--- src/rtl/lfsr_crypt_pkg.sv ---
// Shared types and address-map defaults for the LFSR encryption DMA engine.
package lfsr_crypt_pkg;

  typedef enum logic [2:0] {
    IDLE,
    LOAD_TAP,
    READ,
    WRITE,
    DONE
  } state_e;

  // Data-memory layout defaults
  localparam logic [7:0] DEF_TAP_BASE = 8'd130;
  localparam int unsigned DEF_NUM_TAPS = 9;
  localparam logic [7:0] DEF_SRC_BASE = 8'd0;
  localparam logic [7:0] DEF_DST_BASE = 8'd64;

  // Longest message the engine will process
  localparam logic [6:0] MAX_LEN = 7'd64;

  // Character codes used by the CPU-side software that prepares the buffers
  localparam logic [7:0] SPACE_CHAR = 8'h20;
  localparam logic [7:0] DELIM_CHAR = 8'h00;

endpackage

--- src/rtl/lfsr_crypt_dma_if.sv ---
// Single-port data-memory bus: one address, combinational read, clocked write.
interface lfsr_crypt_dma_if;
  logic [7:0] DataAddress;
  logic       WriteEn;
  logic [7:0] DataOut;
  logic [7:0] DataIn;

  modport master (output DataAddress, output WriteEn, output DataOut, input DataIn);
  modport slave  (input DataAddress, input WriteEn, input DataOut, output DataIn);
endinterface

--- src/rtl/lfsr_crypt_dma_lfsr7.sv ---
// 7-bit Fibonacci-style LFSR with loadable seed and runtime tap mask.
module lfsr7 (
  input  logic       Clk,
  input  logic       Reset,
  input  logic       load,
  input  logic [6:0] seed,
  input  logic       step,
  input  logic [6:0] taps,
  output logic [6:0] state
);

  // Load has priority over step; feedback is the parity of the tapped bits
  always_ff @(posedge Clk or negedge Reset) begin
    if (!Reset) begin
      state <= 7'd0;
    end else if (load) begin
      state <= seed;
    end else if (step) begin
      state <= {state[5:0], ^(state & taps)};
    end
  end

endmodule

--- src/rtl/lfsr_crypt_dma.sv ---
// Memory-master engine: fetches a tap pattern, then XOR-encrypts Len source
// bytes with a running LFSR keystream into the destination region.
module lfsr_crypt_dma
  import lfsr_crypt_pkg::*;
#(
  parameter logic [7:0]  TAP_BASE = DEF_TAP_BASE,
  parameter int unsigned NUM_TAPS = DEF_NUM_TAPS,
  parameter logic [7:0]  SRC_BASE = DEF_SRC_BASE,
  parameter logic [7:0]  DST_BASE = DEF_DST_BASE
) (
  input  logic                    Clk,
  input  logic                    Reset,
  input  logic                    Start,
  input  logic [3:0]              TapSel,
  input  logic [6:0]              Seed,
  input  logic [6:0]              Len,
  output logic                    Busy,
  output logic                    Done,
  output logic                    Error,
  lfsr_crypt_dma_if.master        mem
);

  state_e     state;
  logic [3:0] tapsel_q;
  logic [6:0] seed_q;
  logic [6:0] len_q;
  logic [6:0] taps_q;
  logic [7:0] byte_q;
  logic [6:0] idx_q;
  logic       err_q;
  logic [6:0] lfsr;

  lfsr7 u_lfsr (
    .Clk   (Clk),
    .Reset (Reset),
    .load  (state == LOAD_TAP),
    .seed  (seed_q),
    .step  (state == WRITE),
    .taps  (taps_q),
    .state (lfsr)
  );

  // Control FSM plus the captured request, tap mask, byte register and index
  always_ff @(posedge Clk or negedge Reset) begin
    if (!Reset) begin
      state    <= IDLE;
      tapsel_q <= 4'd0;
      seed_q   <= 7'd0;
      len_q    <= 7'd0;
      taps_q   <= 7'd0;
      byte_q   <= 8'd0;
      idx_q    <= 7'd0;
      err_q    <= 1'b0;
    end else begin
      case (state)
        IDLE: begin
          if (Start) begin
            tapsel_q <= TapSel;
            seed_q   <= Seed;
            len_q    <= (Len > MAX_LEN) ? MAX_LEN : Len;
            err_q    <= 1'b0;
            if (32'(TapSel) >= NUM_TAPS) begin
              err_q <= 1'b1;
              state <= DONE;
            end else if (Len == 7'd0) begin
              state <= DONE;
            end else begin
              state <= LOAD_TAP;
            end
          end
        end
        LOAD_TAP: begin
          taps_q <= mem.DataIn[6:0];
          idx_q  <= 7'd0;
          state  <= READ;
        end
        READ: begin
          byte_q <= mem.DataIn;
          state  <= WRITE;
        end
        WRITE: begin
          idx_q <= idx_q + 7'd1;
          state <= (idx_q + 7'd1 == len_q) ? DONE : READ;
        end
        DONE: begin
          state <= IDLE;
        end
        default: begin
          state <= IDLE;
        end
      endcase
    end
  end

  // Moore decode of the bus; an async reset forces IDLE and so kills WriteEn at once
  always_comb begin
    mem.DataAddress = 8'd0;
    mem.WriteEn     = 1'b0;
    mem.DataOut     = 8'd0;
    case (state)
      LOAD_TAP: mem.DataAddress = TAP_BASE + {4'd0, tapsel_q};
      READ:     mem.DataAddress = SRC_BASE + {1'b0, idx_q};
      WRITE: begin
        mem.DataAddress = DST_BASE + {1'b0, idx_q};
        mem.WriteEn     = 1'b1;
        mem.DataOut     = byte_q ^ {1'b0, lfsr};
      end
      default: ;
    endcase
  end

  assign Busy  = (state != IDLE);
  assign Done  = (state == DONE);
  assign Error = err_q;

endmodule

--- src/flat_wrapper.sv ---
// flat-port wrapper written by rule: the top's interface ports become plain ports
module lfsr_crypt_dma_flat import lfsr_crypt_pkg::*;
#(
  parameter logic [7:0]  TAP_BASE = DEF_TAP_BASE,
  parameter int unsigned NUM_TAPS = DEF_NUM_TAPS,
  parameter logic [7:0]  SRC_BASE = DEF_SRC_BASE,
  parameter logic [7:0]  DST_BASE = DEF_DST_BASE
)
  (Clk, Reset, Start, TapSel, Seed, Len, Busy, Done, Error, mem_DataAddress, mem_WriteEn, mem_DataOut, mem_DataIn);
  lfsr_crypt_dma_if mem_i ();
  input  logic Clk;
  input  logic Reset;
  input  logic Start;
  input  logic [3:0] TapSel;
  input  logic [6:0] Seed;
  input  logic [6:0] Len;
  output logic Busy;
  output logic Done;
  output logic Error;
  output wire logic [$bits(mem_i.DataAddress)-1:0] mem_DataAddress;
  output wire logic [$bits(mem_i.WriteEn)-1:0] mem_WriteEn;
  output wire logic [$bits(mem_i.DataOut)-1:0] mem_DataOut;
  input wire logic [$bits(mem_i.DataIn)-1:0] mem_DataIn;
  assign mem_DataAddress = mem_i.DataAddress;
  assign mem_WriteEn = mem_i.WriteEn;
  assign mem_DataOut = mem_i.DataOut;
  assign mem_i.DataIn = mem_DataIn;
  lfsr_crypt_dma #(.TAP_BASE(TAP_BASE), .NUM_TAPS(NUM_TAPS), .SRC_BASE(SRC_BASE), .DST_BASE(DST_BASE)) u_core (.Clk(Clk), .Reset(Reset), .Start(Start), .TapSel(TapSel), .Seed(Seed), .Len(Len), .Busy(Busy), .Done(Done), .Error(Error), .mem(mem_i));
endmodule
--- config.mk ---
export PLATFORM = sky130hd
export DESIGN_NAME = lfsr_crypt_dma_flat
export DESIGN_NICKNAME = d
export VERILOG_FILES = /design/src/rtl/lfsr_crypt_pkg.sv /design/src/rtl/lfsr_crypt_dma_if.sv /design/src/rtl/lfsr_crypt_dma_lfsr7.sv /design/src/rtl/lfsr_crypt_dma.sv /design/src/flat_wrapper.sv
export SDC_FILE = /design/constraint.sdc
export NUM_CORES = 1
export LEC_CHECK = 0
export ABC_AREA = 1
export BUFFER_PORTS_ARGS = -buffer_cell sky130_fd_sc_hd__buf_2
export CELL_PAD_IN_SITES_DETAIL_PLACEMENT = 1
export CELL_PAD_IN_SITES_GLOBAL_PLACEMENT = 1
export CORE_MARGIN = 2
export CORE_UTILIZATION = 35
export DETAILED_ROUTE_END_ITERATION = 7
export GPL_TIMING_DRIVEN = 0
export PLACE_DENSITY = 0.76
export RECOVER_POWER = 50
export SYNTH_ARGS = -nofsm -noshare
export SYNTH_HDL_FRONTEND = slang
export SYNTH_SLANG_ARGS = --single-unit
export TNS_END_PERCENT = 30
--- constraint.sdc ---
create_clock -name Clk -period 2.55 [get_ports Clk]
set_input_delay 0.255 -clock Clk [delete_from_list [all_inputs] [get_ports Clk]]
set_output_delay 0.255 -clock Clk [all_outputs]
set_load 0.02 [all_outputs]
# [Word level (Yosys, flattened, before mapping)]
# Index checks and enable logic that the tools add are counted.
[word_totals] reg_bits=51 wordCells=41
[op_classes] n_addsub=3 magnitude_cmp=2 eq_ne=6 mux=13 bitwise=2 n_reduce_logical=6
[op_table] cell="case mux 8 bit (3 select lines)" count=1
[op_table] cell="two-way mux 7 bit" count=3
[op_table] cell="case mux 7 bit (2 select lines)" count=1
[op_table] cell="two-way mux 3 bit" count=4
[op_table] cell="case mux 3 bit (4 select lines)" count=1
[op_table] cell="adder 7 x 7 -> 8 bit, first input constant" count=1
[op_table] cell="adder 8 x 4 -> 8 bit, first input constant" count=1
[op_table] cell="two-way mux 8 bit" count=1
[op_table] cell="XOR 8 x 7 -> 8 bit" count=1
[op_table] cell="adder 7 x 1 -> 7 bit, second input constant" count=1
[op_table] cell="bitwise AND 7 bit" count=1
[op_table] cell="== test 7 bit" count=1
[op_table] cell="greater-than comparator 7 bit, second input constant" count=1
[op_table] cell="zero test 7 bit" count=1
[op_table] cell="parity 7 bit" count=1
[op_table] cell="== test 3 x 2 -> 1 bit, second input constant" count=2
[op_table] cell="greater-or-equal comparator 4 bit, second input constant" count=1
[op_table] cell="== test 3 x 1 -> 1 bit, second input constant" count=1
[op_table] cell="== test 3 bit, second input constant" count=1
[op_table] cell="zero test 3 bit" count=1
[op_table] cell="nonzero test 3 bit" count=1
[op_table] cell="two-way mux 1 bit" count=2
[op_table] cell="inequality test 2 bit, second input constant" count=1
[op_table] cell="AND reduction 2 bit" count=1
[op_table] cell="nonzero test 2 bit" count=1

# [Depth between registers and ports, before layout]
[logic_depth] word_depth=5 mapped_depth=12

# [Hierarchy]
# A second synthesis with hierarchy kept.
[unflattened] cells_unflattened=346 area_unflattened_um2=2686.3
[modules_own_cells] module="lfsr_crypt_dma" n_inst=1 cells_per_inst=272 area_per_inst_um2=2214.6 seq_area_each_um2=1101.1
[modules_own_cells] module="lfsr7" n_inst=1 cells_per_inst=74 area_per_inst_um2=471.7 seq_area_each_um2=175.2

# [Least setup slack after synthesis]
# OpenSTA, ideal clock, no wires.
[synth_timing] kind="register to output" from="reg u_core.state[2]" to="out mem_DataAddress[3]" arrival_time_ns=1.548 required_ns=2.295 slack_ns=0.747 stages_incl_launch_ff=6 cell_sequence="dfrtp_1 > nor2_4 > inv_4 > nor2_8 > inv_6 > o32ai_1"
[synth_between] elab_chain_len=2 elab_cells_between_ends=4
[synth_rtl] item="start, declared" line="lfsr_crypt_dma.sv:23" source="state_e state;"
[synth_rtl] item="start signal, assigned" line="lfsr_crypt_dma.sv:83" source="state <= (idx_q + 7'd1 == len_q) ? DONE : READ;"
[synth_rtl] item="== test 3 x 2 -> 1 bit or == test 3 x 1 -> 1 bit (tied branches)" line="lfsr_crypt_dma.sv:100" source="case (state)"
[synth_rtl] item="case mux 8 bit (3 select lines) (*)" line="lfsr_crypt_dma.sv:100"
[synth_rtl] item="end, declared" line="flat_wrapper.sv:20" source="output wire logic [$bits(mem_i.DataAddress)-1:0] mem_DataAddress;"
# Mark *: on every way between the ends. The rest lies on a longest branch, timed or not.

# [Worst setup path in the final report]
[layout_timing] from="reg u_core.state[1]" to="out mem_DataAddress[6]"
# The elaborated chain is that of the path after synthesis.

==> flow_summary.yaml <==
timing:
  fmax_mhz: 436
  finalSetupViolCount: 0
  hold_slack_ps: 128
  rsz0062_at_grt: "no"
  max_slew_margin_pct: 11.7
  tns_ps: 0
  fin_crit_sh_pct: 89.9
  slew_viol_final: 0
  tightest_slew_ps: 1320
  finClkSkew_ps: 10.1
  hold_violations: 0
  finalCriticalPeriod_ps: 2290
critical_path:
  timing.critical_path.required_ps: 2300
  worstSetupStartpoint: "u_core.state[1]"
  critPathCaptureType: "output port"
  cp_max_fo: 10
  crit_slowest_cell: "dfrtp_1"
  r2r_start: "u_core.idx_q[1]"
  reg2reg_depth: 11
  slowest_delay_ps: 540
  cp-endpoint: "mem_DataAddress[6]"
  path_cells: "inv_2 -> nor2_1 -> nand2_2 -> buf_6 -> o21ai_0 -> buf_2"
  worstPathArrival_ps: 2040
  ff2ff_setup_slack_ps: 810
  r2r-end: "u_core.state[2]"
  critPathKind: "flip-flop to output port"
  critPathLaunchType: "flip-flop"
drt:
  wl_per_cell_um: 14.7
  vias_per_cell: 4.72
  ant_nets: 0
  drtIter0Drc: 52
  drc_errors: 0
  routed_wl_um: 7010
  drtPass1Iterations: 4
  vias: 2250
floorplanning:
  dieHeight_um: 91.7
  rows: 31
  start_util_pct: 36.5
  pin_count: 49
  core-area_sq_um: 7370
  die_area_sq_um: 8410
  fp.dieW_um: 91.7
synthesis:
  ys_types: 29
  syn-cell-area_sq_um: 2690
  netlist_instances: 322
  avgSynthCellArea_sq_um: 8.36
  yosysWarnings: 0
  synth_top_area_cell: "dfrtp_1"
  synth_area_leaders: "dfrtp_1, nand2_1, nand3_1"
  synth_top_cell_area_share_pct: 47.4
  async_reset_ff_share_pct: 100
  synth-seq-cells: 51
  synth_fp_nets: 353
  synth-edff-count: 0
  synthFlopType: "dfrtp_1"
  ys_seq_area_share_pct: 47.4
clock_network:
  clock_latency_ps: 320
  holdBufCountCts: 0
  clockBufferDepth: 2
  cts_sinks: 51
  path_clk_slew_ps: 110
  cts-root-buf: "clkbuf_8"
  cts_tree: "done"
  cts.repair.resized: 0
  postCtsSetupBuffers: 0
  cts_buffers: 5
  htreeDepth: 2
finish:
  fin_nets: 408
  diodes: 0
  layout_common_cells: "nand2_1, dfrtp_1, buf_2"
  final_common_cell: "nand2_1"
  drive_gt1_share_pct: 23.8
  multi_input_area_sq_um: 1180
  nFillCells: 923
  syn2layout_area_growth_pct: 17.4
  final-seq-area_sq_um: 1280
pwr:
  power_leakage_nw: 1.59
  peakVddDrop_v: 0.000429
  power_density_nw_per_um2: 1220
grt:
  grt_pass1_wl_um: 11900
  grt_max_degree: 52
  first_global_vias: 2356
  antenna_found_initial: 0
  overflow: 0
  grt.total_usage_pct: 18.0
placed_design:
  hpwlAfterDp_um: 5170
  gp_congestion: 0.827
  numPortBuffers: 48
job:
  drv_cap: 0
status:
  status: "finished, final reports clean"
min_path:
  hold_class: "input port to flip-flop"
[worst min-delay path by stage]
stage                     startpoint          endpoint  slack, ps  cells past startpoint
final                        Seed[2]  u_core.seed_q[2]        130                      3
after CTS                    Seed[2]  u_core.seed_q[2]        120                      3
after floorplan                Reset      u_core.Error        -40                      0
after global routing         Seed[5]  u_core.seed_q[5]        140                      3
after detailed placement     Seed[2]  u_core.seed_q[2]        450                      3
after global placement       Seed[2]  u_core.seed_q[2]        450                      3
[state kept, by name, indices dropped and copies added, names as in the netlist]
name                 flops
u_core.idx_q             7
u_core.tapsel_q          4
u_core.Error             1
u_core.taps_q            7
u_core.state             3
u_core.byte_q            8
u_core.u_lfsr.state      7
u_core.seed_q            7
u_core.len_q             7
[layout make-up]
cell class / count / share of cell area (%)
Buffer: 8 / 2.49
Sequential cell: 51 / 40.4
Tap cell: 99 / 3.92
Inverter: 35 / 4.55
Timing Repair Buffer: 48 / 7.56
Multi-Input combinational cell: 228 / 37.5
Clock inverter: 3 / 1.46
Clock buffer: 5 / 2.18
[cell usage after synthesis (5+ instances only)]
cell / instances
xnor2_1: 13
nor2_2: 5
buf_6: 5
o21ai_2: 7
nand2_1: 106
nand3_1: 28
a21oi_1: 5
o21ai_0: 17
inv_1: 28
nor2_1: 20
dfrtp_1: 51
[logic make-up (layout without fill, tap and decap cells)]
kind of cell               count (synthesis)  after routing  share of synthesized area, %
xor gates and xnor gates                  15             15                          4.88
and+or+nand+nor                          169            169                          27.8
AOI/OAI and AO/OA                         42             42                          10.7
DFF                                       51             51                          47.4
adders and majority gates                  2              2                         0.929
buffers and inverters                     43             99                          8.27
[layer usage]
metal,track usage [%],vias up,routed length [um]
met1,25.3,1070,3510
li1,-,1133,-
met3,2.71,7,212
met4,5.10,0,85
met2,28.9,40,3200
met5,0,-,0
[report_power, final]
part           internal [mW]  leakage, nW  total [mW]  switching (mW)
sequential              1.15        0.645        1.44           0.283
combinational          0.692        0.895        1.83            1.14
clock                  0.296       0.0548       0.596           0.300
[critical path, delay by kind of cell (launching register included)]
kind                   cells  cell delay, ps
AO/OA/AOI/OAI              1             150
buffers and inverters      3             460
flip-flops                 1             540
AND/OR/NAND/NOR            2             560
[metrics by stage]
stage	cell area, sq um	power, mW	util, %	std cells	setup WS, ps
2_1_floorplan	2690	2.77	-	322	747
3_3_place_gp	3060	3.25	41.5	469	594
3_5_place_dp	3060	3.31	41.5	469	601
4_1_cts	3170	3.92	43.0	477	236
5_1_grt	3160	4.18	42.9	477	107
6_report	3160	3.86	42.9	477	258
Power figures use the tool's default switching activity.
